--- src/rtl/gf180mcu_fd_sc_mcu7t5v0__xnor_match_pkg.sv ---
// Shared definitions for the XNOR match macro.
//   - Default beat width and frame length.
//   - Ceiling-log2 helper used to size the POP, ACC and beat-count fields.
//   - Reset values of the output and frame-state registers.
package gf180mcu_fd_sc_mcu7t5v0__xnor_match_pkg;

    localparam int DEF_WIDTH    = 8;
    localparam int DEF_MAXBEATS = 16;

    // Reset values of the control and frame-state registers.
    localparam logic RST_VLD   = 1'b0;
    localparam logic RST_FLAG  = 1'b0;

    // Smallest r such that 2**r >= v. Returns 0 for v <= 1.
    function automatic int clog2_f(input int v);
        int r;
        r = 0;
        while ((1 << r) < v) begin
            r = r + 1;
        end
        return r;
    endfunction

endpackage

--- src/rtl/gf180mcu_fd_sc_mcu7t5v0__popcnt.sv ---
// Combinational population count built as a balanced adder tree.
// Ports:
//   a    in   WIDTH  input vector
//   pop  out  POPW   number of 1 bits in a
module gf180mcu_fd_sc_mcu7t5v0__popcnt
    import gf180mcu_fd_sc_mcu7t5v0__xnor_match_pkg::*;
#(
    parameter int WIDTH = DEF_WIDTH,
    localparam int POPW = clog2_f(WIDTH + 1)
) (
    input  logic [WIDTH-1:0] a,
    output logic [POPW-1:0]  pop
);

    // Leaves padded to a power of two so the tree is a complete binary heap:
    // node i sums children 2i+1 and 2i+2; leaves occupy N-1 .. 2N-2.
    localparam int LVLS = clog2_f(WIDTH);
    localparam int N    = 1 << LVLS;

    always_comb begin
        logic [POPW-1:0] node [0:2*N-2];
        for (int i = 0; i < 2*N-1; i++) begin
            node[i] = '0;
        end
        for (int i = 0; i < WIDTH; i++) begin
            node[N-1+i] = POPW'(a[i]);
        end
        // Partial sums never exceed WIDTH, so POPW bits hold every node.
        for (int i = N-2; i >= 0; i--) begin
            node[i] = node[2*i+1] + node[2*i+2];
        end
        pop = node[0];
    end

endmodule

--- src/rtl/gf180mcu_fd_sc_mcu7t5v0__xnor_match.sv ---
// Registered XNOR match scorer.
// Each accepted beat produces ZN = ~(A1^A2), its popcount POP, and the running
// frame total ACC. A frame ends on ILAST or when MAXBEATS beats have been taken;
// the closing beat carries OLAST, HIT (ACC >= THRESH) and OVF (forced close).
// Ports:
//   CLK    in   1      clock, rising edge
//   RST    in   1      asynchronous reset, active-high
//   A1,A2  in   WIDTH  operands
//   IVLD   in   1      input beat valid
//   ILAST  in   1      input beat closes its frame (qualified by IVLD)
//   IRDY   out  1      input ready
//   ZN     out  WIDTH  registered bitwise XNOR
//   POP    out  POPW   number of 1s in ZN
//   ACC    out  ACCW   running frame match count including this beat
//   OLAST  out  1      output beat closes its frame
//   HIT    out  1      frame total reached THRESH (only with OLAST)
//   OVF    out  1      frame was force-closed at MAXBEATS
//   OVLD   out  1      output beat valid
//   ORDY   in   1      downstream ready
module gf180mcu_fd_sc_mcu7t5v0__xnor_match
    import gf180mcu_fd_sc_mcu7t5v0__xnor_match_pkg::*;
#(
    parameter int WIDTH    = DEF_WIDTH,
    parameter int MAXBEATS = DEF_MAXBEATS,
    parameter int THRESH   = WIDTH * MAXBEATS / 2,
    localparam int POPW    = clog2_f(WIDTH + 1),
    localparam int ACCW    = clog2_f(WIDTH * MAXBEATS + 1)
) (
    input  logic             CLK,
    input  logic             RST,
    input  logic [WIDTH-1:0] A1,
    input  logic [WIDTH-1:0] A2,
    input  logic             IVLD,
    input  logic             ILAST,
    output logic             IRDY,
    output logic [WIDTH-1:0] ZN,
    output logic [POPW-1:0]  POP,
    output logic [ACCW-1:0]  ACC,
    output logic             OLAST,
    output logic             HIT,
    output logic             OVF,
    output logic             OVLD,
    input  logic             ORDY
);

    localparam int CNTW = (clog2_f(MAXBEATS) < 1) ? 1 : clog2_f(MAXBEATS);

    logic [WIDTH-1:0] xnor_v;
    logic [POPW-1:0]  pop_v;
    logic [ACCW-1:0]  sum;
    logic [ACCW-1:0]  sum_next;
    logic [CNTW-1:0]  cnt;
    logic             frame_end;
    logic             accept;

    assign xnor_v = ~(A1 ^ A2);

    gf180mcu_fd_sc_mcu7t5v0__popcnt #(.WIDTH(WIDTH)) u_popcnt (
        .a   (xnor_v),
        .pop (pop_v)
    );

    // ACC is bounded by WIDTH*MAXBEATS, which ACCW is sized to hold, so the
    // running sum cannot wrap.
    assign sum_next  = sum + ACCW'(pop_v);
    assign frame_end = ILAST | (cnt == CNTW'(MAXBEATS - 1));

    // Single-stage skid-free pipeline: accept whenever the output slot is
    // empty or being drained this cycle.
    assign IRDY   = ~OVLD | ORDY;
    assign accept = IVLD & IRDY;

    // Stage boundary: input beat -> registered output beat
    always_ff @(posedge CLK or posedge RST) begin
        if (RST) begin
            ZN    <= '0;
            POP   <= '0;
            ACC   <= '0;
            OLAST <= RST_FLAG;
            HIT   <= RST_FLAG;
            OVF   <= RST_FLAG;
            OVLD  <= RST_VLD;
            sum   <= '0;
            cnt   <= '0;
        end else if (accept) begin
            ZN    <= xnor_v;
            POP   <= pop_v;
            ACC   <= sum_next;
            OLAST <= frame_end;
            HIT   <= frame_end & (sum_next >= ACCW'(THRESH));
            OVF   <= frame_end & ~ILAST;
            OVLD  <= 1'b1;
            if (frame_end) begin
                sum <= '0;
                cnt <= '0;
            end else begin
                sum <= sum_next;
                cnt <= cnt + 1'b1;
            end
        end else if (ORDY) begin
            OVLD  <= 1'b0;
        end
    end

endmodule

--- config.mk ---
export PLATFORM = sky130hd
export DESIGN_NAME = gf180mcu_fd_sc_mcu7t5v0__xnor_match
export DESIGN_NICKNAME = d
export VERILOG_FILES = /design/src/rtl/gf180mcu_fd_sc_mcu7t5v0__xnor_match_pkg.sv /design/src/rtl/gf180mcu_fd_sc_mcu7t5v0__popcnt.sv /design/src/rtl/gf180mcu_fd_sc_mcu7t5v0__xnor_match.sv
export SDC_FILE = /design/constraint.sdc
export NUM_CORES = 1
export LEC_CHECK = 0
export ABC_AREA = 1
export BUFFER_PORTS_ARGS = -buffer_cell sky130_fd_sc_hd__buf_2
export CORE_UTILIZATION = 53
export CTS_CLUSTER_SIZE = 30
export DETAILED_ROUTE_END_ITERATION = 10
export GPL_TIMING_DRIVEN = 0
export MAX_ROUTING_LAYER = met4
export PLACE_DENSITY_LB_ADDON = 0.08
export SLEW_MARGIN = 20
export SYNTH_ARGS = -nofsm -noshare
export SYNTH_HDL_FRONTEND = slang
export SYNTH_HIERARCHICAL = 1
export SYNTH_SLANG_ARGS = --single-unit
--- constraint.sdc ---
create_clock -name CLK -period 1.9 [get_ports CLK]
set_input_delay 0.285 -clock CLK [delete_from_list [all_inputs] [get_ports CLK]]
set_output_delay 0.285 -clock CLK [all_outputs]
set_load 0.03 [all_outputs]
==> flow_metrics.py, run 1 <==
metrics = {
    "run": {
        "max-cap-violations": 0,
    },
    "run_status": {
        "status": "complete, but fails checks",
        "failed_checks": "setup timing",
    },
    "floorplanning": {
        "coreArea_mm2": 0.003442,
        "initial_core_util": 0.5689,
        "row_count": 21,
        "dieHeight_um": 62.79,
        "dieArea_mm2": 0.003942,
        "fp.dieW_um": 62.79,
        "boundaryPins": 46,
    },
    "critical_path": {
        "critPathKind": "in2reg",
        "critPathMaxFanout": 3,
        "crit_path_start_kind": "input port",
        "reg2reg_setup_slack_ns": 0.22,
        "cp.required_ns": 2.11,
        "arrival_ns": 3.86,
        "end_kind": "register",
    },
    "route": {
        "antenna_left": 0,
        "dr.first_iter.drc_count": 96,
        "dr.pass1.iters": 4,
        "viasPerCell": 4.933,
        "drt-wirelength-per-cell_um": 12.74,
        "drt-total-wl_mm": 4.369,
        "via_count": 1692,
        "drc": 0,
    },
    "global_routing": {
        "grt_pass1_wl_mm": 7.238,
        "antenna_found_initial": 0,
        "grt_max_degree": 37,
        "globalRouteOverflowTotal": 0,
        "first_global_vias": 1637,
        "grt_usage": 0.2489,
    },
    "finish": {
        "area_delta_synth_final_pct": 35.02,
        "layout-drive-gt1-share": 0.3906,
        "seq_area_um2": 900.9,
        "antenna-diode-count": 0,
        "n_fill_cell": 245,
        "multi_input_area_mm2": 0.001130,
        "nNetsFinal": 331,
    },
    "power": {
        "power_density_mw_per_mm2": 1267,
        "vdd_drop_max_mv": 1.018,
        "p_leak_nw": 1.444,
    },
    "cts": {
        "clock_latency_ns": 0.28,
        "cts_buffers": 5,
        "cts_tree": "built",
        "cts_buffer_depth": 2,
        "cts_hold_buf": 0,
        "cts_max_level": 2,
        "cts-root-buf": "clkbuf_8",
        "cts_sinks": 36,
        "clk_pin_slew_worst_paths_ns": 0.07,
    },
    "yosys": {
        "syn_avg_cell_area_um2": 8.262,
        "yosys.cell_types.count": 22,
        "synth-seq-area-share": 0.4601,
        "synth.yosys.warnings": 6,
        "synthesis.nets": 271,
        "syn-cell-area_mm2": 0.001958,
        "synth_cells": 237,
        "yosys_register_bits": 36,
    },
    "sta": {
        "timing.final.ws_setup_ns": -1.748,
        "worstMarginPinSlew_ns": 0.7313,
        "fin_crit_ns": 3.648,
        "setup_tns_ns": -28.73,
        "finalMaxSlewViolations": 0,
        "hold_viol_final": 0,
        "timing.final.crit_share": 1.920,
        "rsz0062_at_grt": "true",
        "maxSlewHeadroom": 0.5118,
        "finClkSkew_ns": 0.004730,
        "final-setup-viol-count": 21,
        "worst_hold_slack_ns": 0.1190,
        "fmax_ghz": 0.2741,
    },
    "placed_design": {
        "port_buffers": 45,
        "hpwl_mm": 2.935,
        "place_congestion": 0.8083,
    },
    "min_path": {
        "hold_class": "in2async",
    },
}
-- cell usage after synthesis --
master	number	area, µm²
o31ai_1	1	7.510
nor2_2	2	12.51
nand3b_1	2	15.01
xnor2_1	10	87.58
dfrtp_1	36	900.9
inv_2	1	3.750
ha_1	8	100.1
a21oi_1	1	5.000
nor2_1	5	18.77
buf_2	3	15.01
nand3_1	13	65.06
o22ai_1	1	6.260
or2_4	1	8.760
nand2_1	96	360.4
buf_4	3	22.52
xor2_1	1	8.760
nand2_2	5	31.28
o21ai_0	11	55.05
fa_1	5	100.1
inv_1	28	105.1
nand3_2	1	10.01
nand4_1	3	18.77
-- layout by cell type (no fill, tap or decap) --
cell type  Yosys  final
nor2_2         2      3
clkinv_2       0      1
dfrtp_1       36     36
xor2_1         1      1
buf_8          0      2
o21ai_1        0      3
inv_2          1      7
o31ai_1        1      1
fa_2           0      2
clkbuf_1       0      1
nand3b_1       2      2
nand3_1       13      5
ha_1           8      5
inv_1         28     22
nor2_1         5      4
o21ai_0       11      7
a21oi_2        0      1
clkbuf_8       0      5
nand4_1        3      3
nand2_1       96     80
buf_4          3      9
fa_1           5      3
nand2_2        5     18
ha_4           0      3
or2_4          1      1
nand2_4        0      3
o21ai_2        0      1
buf_6          0      5
nand3_2        1      7
o22ai_1        1      1
nand3_4        0      2
xnor2_1       10      7
xnor2_4        0      3
buf_2          3     43
-- worst max-delay path, stage by stage --
cell     delay, ns
buf_6         0.11
xnor2_4       0.17
inv_1         0.08
fa_1          0.47
fa_1          0.52
fa_1          0.43
inv_2         0.09
ha_4          0.13
inv_2         0.03
fa_2          0.53
inv_2         0.05
fa_2          0.36
nand3_2       0.11
nand3_4       0.09
a21oi_2       0.16
o21ai_2       0.09
o21ai_1       0.15
-- layout make-up --
cell class              instances  share of cell area
flip-flops and latches         36              0.3407
repair buffers                 53              0.1254
multi-input cells             166              0.4274
well taps                      46             0.02177
inverters                      29             0.04117
clock inverters                 1            0.001893
plain buffers                   6             0.01420
clock buffers                   6             0.02745
-- layer usage --
layer  part of all wire  track usage
met1               0.45       0.3108
met2               0.49       0.3954
met5                  0            -
met4              0.015      0.08721
met3              0.048      0.06022
-- sequential cells by signal, summed over array words and instances, names as in the netlist --
| signal | cells |
|---|---|
| ZN | 8 |
| sum | 8 |
| OVF | 1 |
| OLAST | 1 |
| OVLD | 1 |
| cnt | 4 |
| POP | 4 |
| ACC | 8 |
| HIT | 1 |
-- final timing paths --
path | startpoint | end | cells after the start
worst max-delay path | A2[1] | sum[4] | 17
worst min-delay path | RST | cnt[2] | 2
worst max register to register | sum[0] | sum[4] | 7
worst min register to register | ZN[0] | ZN[0] | 2
max in group asynchronous | RST | ZN[2] | 2
min in group CLK | ILAST | OVF | 2
-- kinds of logic after synthesis --
group / synth area share
flip-flops: 0.4601
XOR/XNOR: 0.04920
AO/OA/AOI/OAI: 0.03770
buffers and inverters: 0.07476
adder cells (fa/ha/maj): 0.1022
AND/OR/NAND/NOR: 0.2760
-- power by group --
| part | internal [mW] | switching (mW) | total [mW] |
|---|---|---|---|
| Clock | 0.249 | 0.258 | 0.507 |
| Combinational | 0.790 | 1.01 | 1.80 |
| Sequential | 0.934 | 0.113 | 1.05 |
| Total | 1.97 | 1.38 | 3.35 |
-- through the flow --
stage	area (µm²)	worst slack (ns)	power, mW	util	cells
3_3_place_gp	2330	-1.966	2.418	0.6768	328
3_5_place_dp	2330	-1.993	2.453	0.6768	328
5_1_grt	2644	-1.857	3.582	0.7681	343
2_1_floorplan	2047	-1.654	2.131	-	237
4_1_cts	2535	-1.690	3.137	0.7365	339
6_report	2644	-1.748	3.351	0.7681	343
-- timing repair --
item,4_1_cts,5_1_grt
resized for setup,23,20
pin swaps,16,15
endpoints found under the hold margin,0,0
endpoints found under the setup margin,21,21
setup buffers,4,4
Power figures use the tool's default switching activity.
==> run 2: changes to the inputs <==
--- a/config.mk
+++ b/config.mk
@@ -7,12 +7,14 @@
 export LEC_CHECK = 0
 export ABC_AREA = 1
 export BUFFER_PORTS_ARGS = -buffer_cell sky130_fd_sc_hd__buf_2
+export CORE_MARGIN = 1.5
 export CORE_UTILIZATION = 53
 export CTS_CLUSTER_SIZE = 30
 export DETAILED_ROUTE_END_ITERATION = 10
 export GPL_TIMING_DRIVEN = 0
 export MAX_ROUTING_LAYER = met4
 export PLACE_DENSITY_LB_ADDON = 0.08
+export REMOVE_ABC_BUFFERS = 1
 export SLEW_MARGIN = 20
 export SYNTH_ARGS = -nofsm -noshare
 export SYNTH_HDL_FRONTEND = slang
==> run 2 against run 1 <==
  * The run still ends with setup timing left
  * Sequential cell count did not move
  * Clock power grew 15%
  * Register-to-register slack gained 0.03 ns
  * Largest cell class unchanged
  * Largest power group unchanged
==> flow_metrics.py, run 2 (synthesis gave the netlist of run 1 again) <==
metrics = {
    "route": {
        "maxUsedRoutingLayer": "met4",
        "dr_wl_met2_mm": 2.110,
        "wl_met3_um": 192,
        "dr.first_iter.drc_count": 89,
        "antenna_left": 0,
        "dr.pass1.iters": 4,
        "m1WireLength_mm": 1.776,
        "via_count": 1686,
        "drt-wirelength-per-cell_um": 12.43,
        "viasPerCell": 5.048,
        "drc": 0,
        "drt-total-wl_mm": 4.152,
    },
    "critical_path": {
        "end_kind": "register",
        "critPathKind": "in2reg",
        "cp.required_ns": 2.12,
        "arrival_ns": 3.89,
        "cp_slowest_cell": "fa_1",
        "path_cells": "buf_8 > xnor2_4 > inv_2 > fa_1 > fa_1 > fa_1 > inv_2 > ha_4 > inv_2 > fa_2 > inv_2 > fa_2 > nand3_2 > nand3_4 > a21oi_2 > o21ai_2 > o21ai_1",
        "slowest_delay_ns": 0.55,
        "critPathMaxFanout": 3,
        "path_common_cell": "inv_2",
        "crit_path_start_kind": "input port",
    },
    "sta": {
        "rsz0062_at_grt": "true",
        "timing.final.crit_share": 1.935,
        "hold_viol_final": 0,
        "finalMaxSlewViolations": 0,
        "timing.final.ws_setup_ns": -1.777,
        "fin_crit_ns": 3.677,
        "finClkSkew_ns": 0.007491,
        "worstMarginPinSlew_ns": 0.7450,
        "maxSlewHeadroom": 0.5026,
        "final-setup-viol-count": 21,
        "worst_hold_slack_ns": 0.1207,
        "fmax_ghz": 0.2720,
        "setup_tns_ns": -29.85,
    },
    "cts": {
        "clock_latency_ns": 0.29,
        "cts_tree": "built",
        "cts_buffers": 5,
        "cts-root-buf": "clkbuf_8",
        "cts_hold_buf": 0,
        "cts_buffer_depth": 2,
        "cts_max_level": 2,
        "cts_sinks": 36,
        "clk_pin_slew_worst_paths_ns": 0.07,
    },
    "global_routing": {
        "grt_usage": 0.2133,
        "antenna_found_initial": 0,
        "first_global_vias": 1545,
        "grt_pass1_wl_mm": 6.534,
        "grt_max_degree": 40,
        "globalRouteOverflowTotal": 0,
    },
    "floorplanning": {
        "boundaryPins": 46,
        "dieArea_mm2": 0.004069,
        "dieHeight_um": 63.79,
        "fp.dieW_um": 63.79,
        "row_count": 21,
        "coreArea_mm2": 0.003442,
        "initial_core_util": 0.5689,
    },
    "run_status": {
        "failed_checks": "setup timing",
        "status": "complete, but fails checks",
    },
    "finish": {
        "n_fill_cell": 250,
        "multi_input_area_mm2": 0.001131,
        "antenna-diode-count": 0,
        "area_delta_synth_final_pct": 31.95,
        "layout-drive-gt1-share": 0.3681,
        "largestRegisters": "ACC x8, ZN x8, sum x8",
        "nNetsFinal": 322,
        "seq_area_um2": 900.9,
        "layout_common_cells": "nand2_1, buf_2, dfrtp_1, inv_1, nand2_2",
        "final_common_cell": "nand2_1",
    },
    "min_path": {
        "hold_class": "in2async",
    },
    "placed_design": {
        "hpwl_mm": 2.483,
        "port_buffers": 45,
        "place_congestion": 0.7858,
    },
    "run": {
        "max-cap-violations": 0,
    },
    "power": {
        "power_density_mw_per_mm2": 1319,
        "p_leak_nw": 1.421,
        "vdd_drop_max_mv": 0.7373,
    },
}
## run 2: cell count changes in the layout (fill, tap and decap cells not counted), moves of 2 or more
cell      before  now
buf_4          9    4
buf_6          5    3
clkbuf_8       5    7
nand2_1       80   85
nand2_2       18   13
o21ai_0        7    5
xnor2_2        0    3
xnor2_4        3    1
## run 2: through the flow
step	total power [mW]	util	setup WS, ns	std cells	instance area (µm²)
floorplan	1.959	-	-1.884	231	1921
global placement	2.226	0.6401	-2.205	322	2203
detailed placement	2.261	0.6401	-2.234	322	2203
CTS	3.097	0.7037	-1.697	332	2422
global route	3.650	0.7506	-1.841	334	2584
finish	3.407	0.7506	-1.777	334	2584
## run 2: layout make-up
cell class                 instances  area share
multi-input combinational        166      0.4378
sequential                        36      0.3487
timing repair buffer              50      0.1119
inverter                          29     0.04213
clock buffer                       7     0.03729
tap                               46     0.02228
## run 2: power breakdown
group          leakage [nW]  switching (mW)  internal [mW]
clock network        0.0503           0.258          0.323
logic                 0.902            1.04          0.733
registers             0.468           0.121          0.934
total                  1.42            1.42           1.99
## run 2: timing repair
item,in CTS,in global routing
setup endpoints to repair,21,24
resized for setup,26,31
buffers inserted,3,2
pin swaps,7,19
## run 2: per-layer routing
| metal | global-route usage | up-vias |
|---|---|---|
| met3 | 0.05282 | 9 |
| met1 | 0.2538 | 803 |
| li1 | - | 829 |
| met2 | 0.3542 | 45 |
| met4 | 0.07337 | 0 |
| met5 | - | - |
## run 2: worst paths after layout
| path | start | endpoint | slack [ns] | cells after the start |
|---|---|---|---|---|
| worst max-delay path | A2[3] | sum[4] | -1.78 | 17 |
| max in group asynchronous | RST | sum[7] | 1.30 | 2 |
| worst min register to register | POP[1] | POP[1] | 0.48 | 2 |
| worst max register to register | OVLD | cnt[2] | 0.25 | 6 |
| min in group CLK | ILAST | OVF | 0.21 | 2 |
| worst min-delay path | RST | ACC[0] | 0.12 | 2 |
## run 2: worst max-delay path: cells and delay by family
kind                       cells  cell delay (ns)
adders and majority gates      6             2.53
AOI/OAI and AO/OA              3             0.35
buffers and inverters          5             0.34
and+or+nand+nor                2             0.22
xor gates and xnor gates       1             0.17
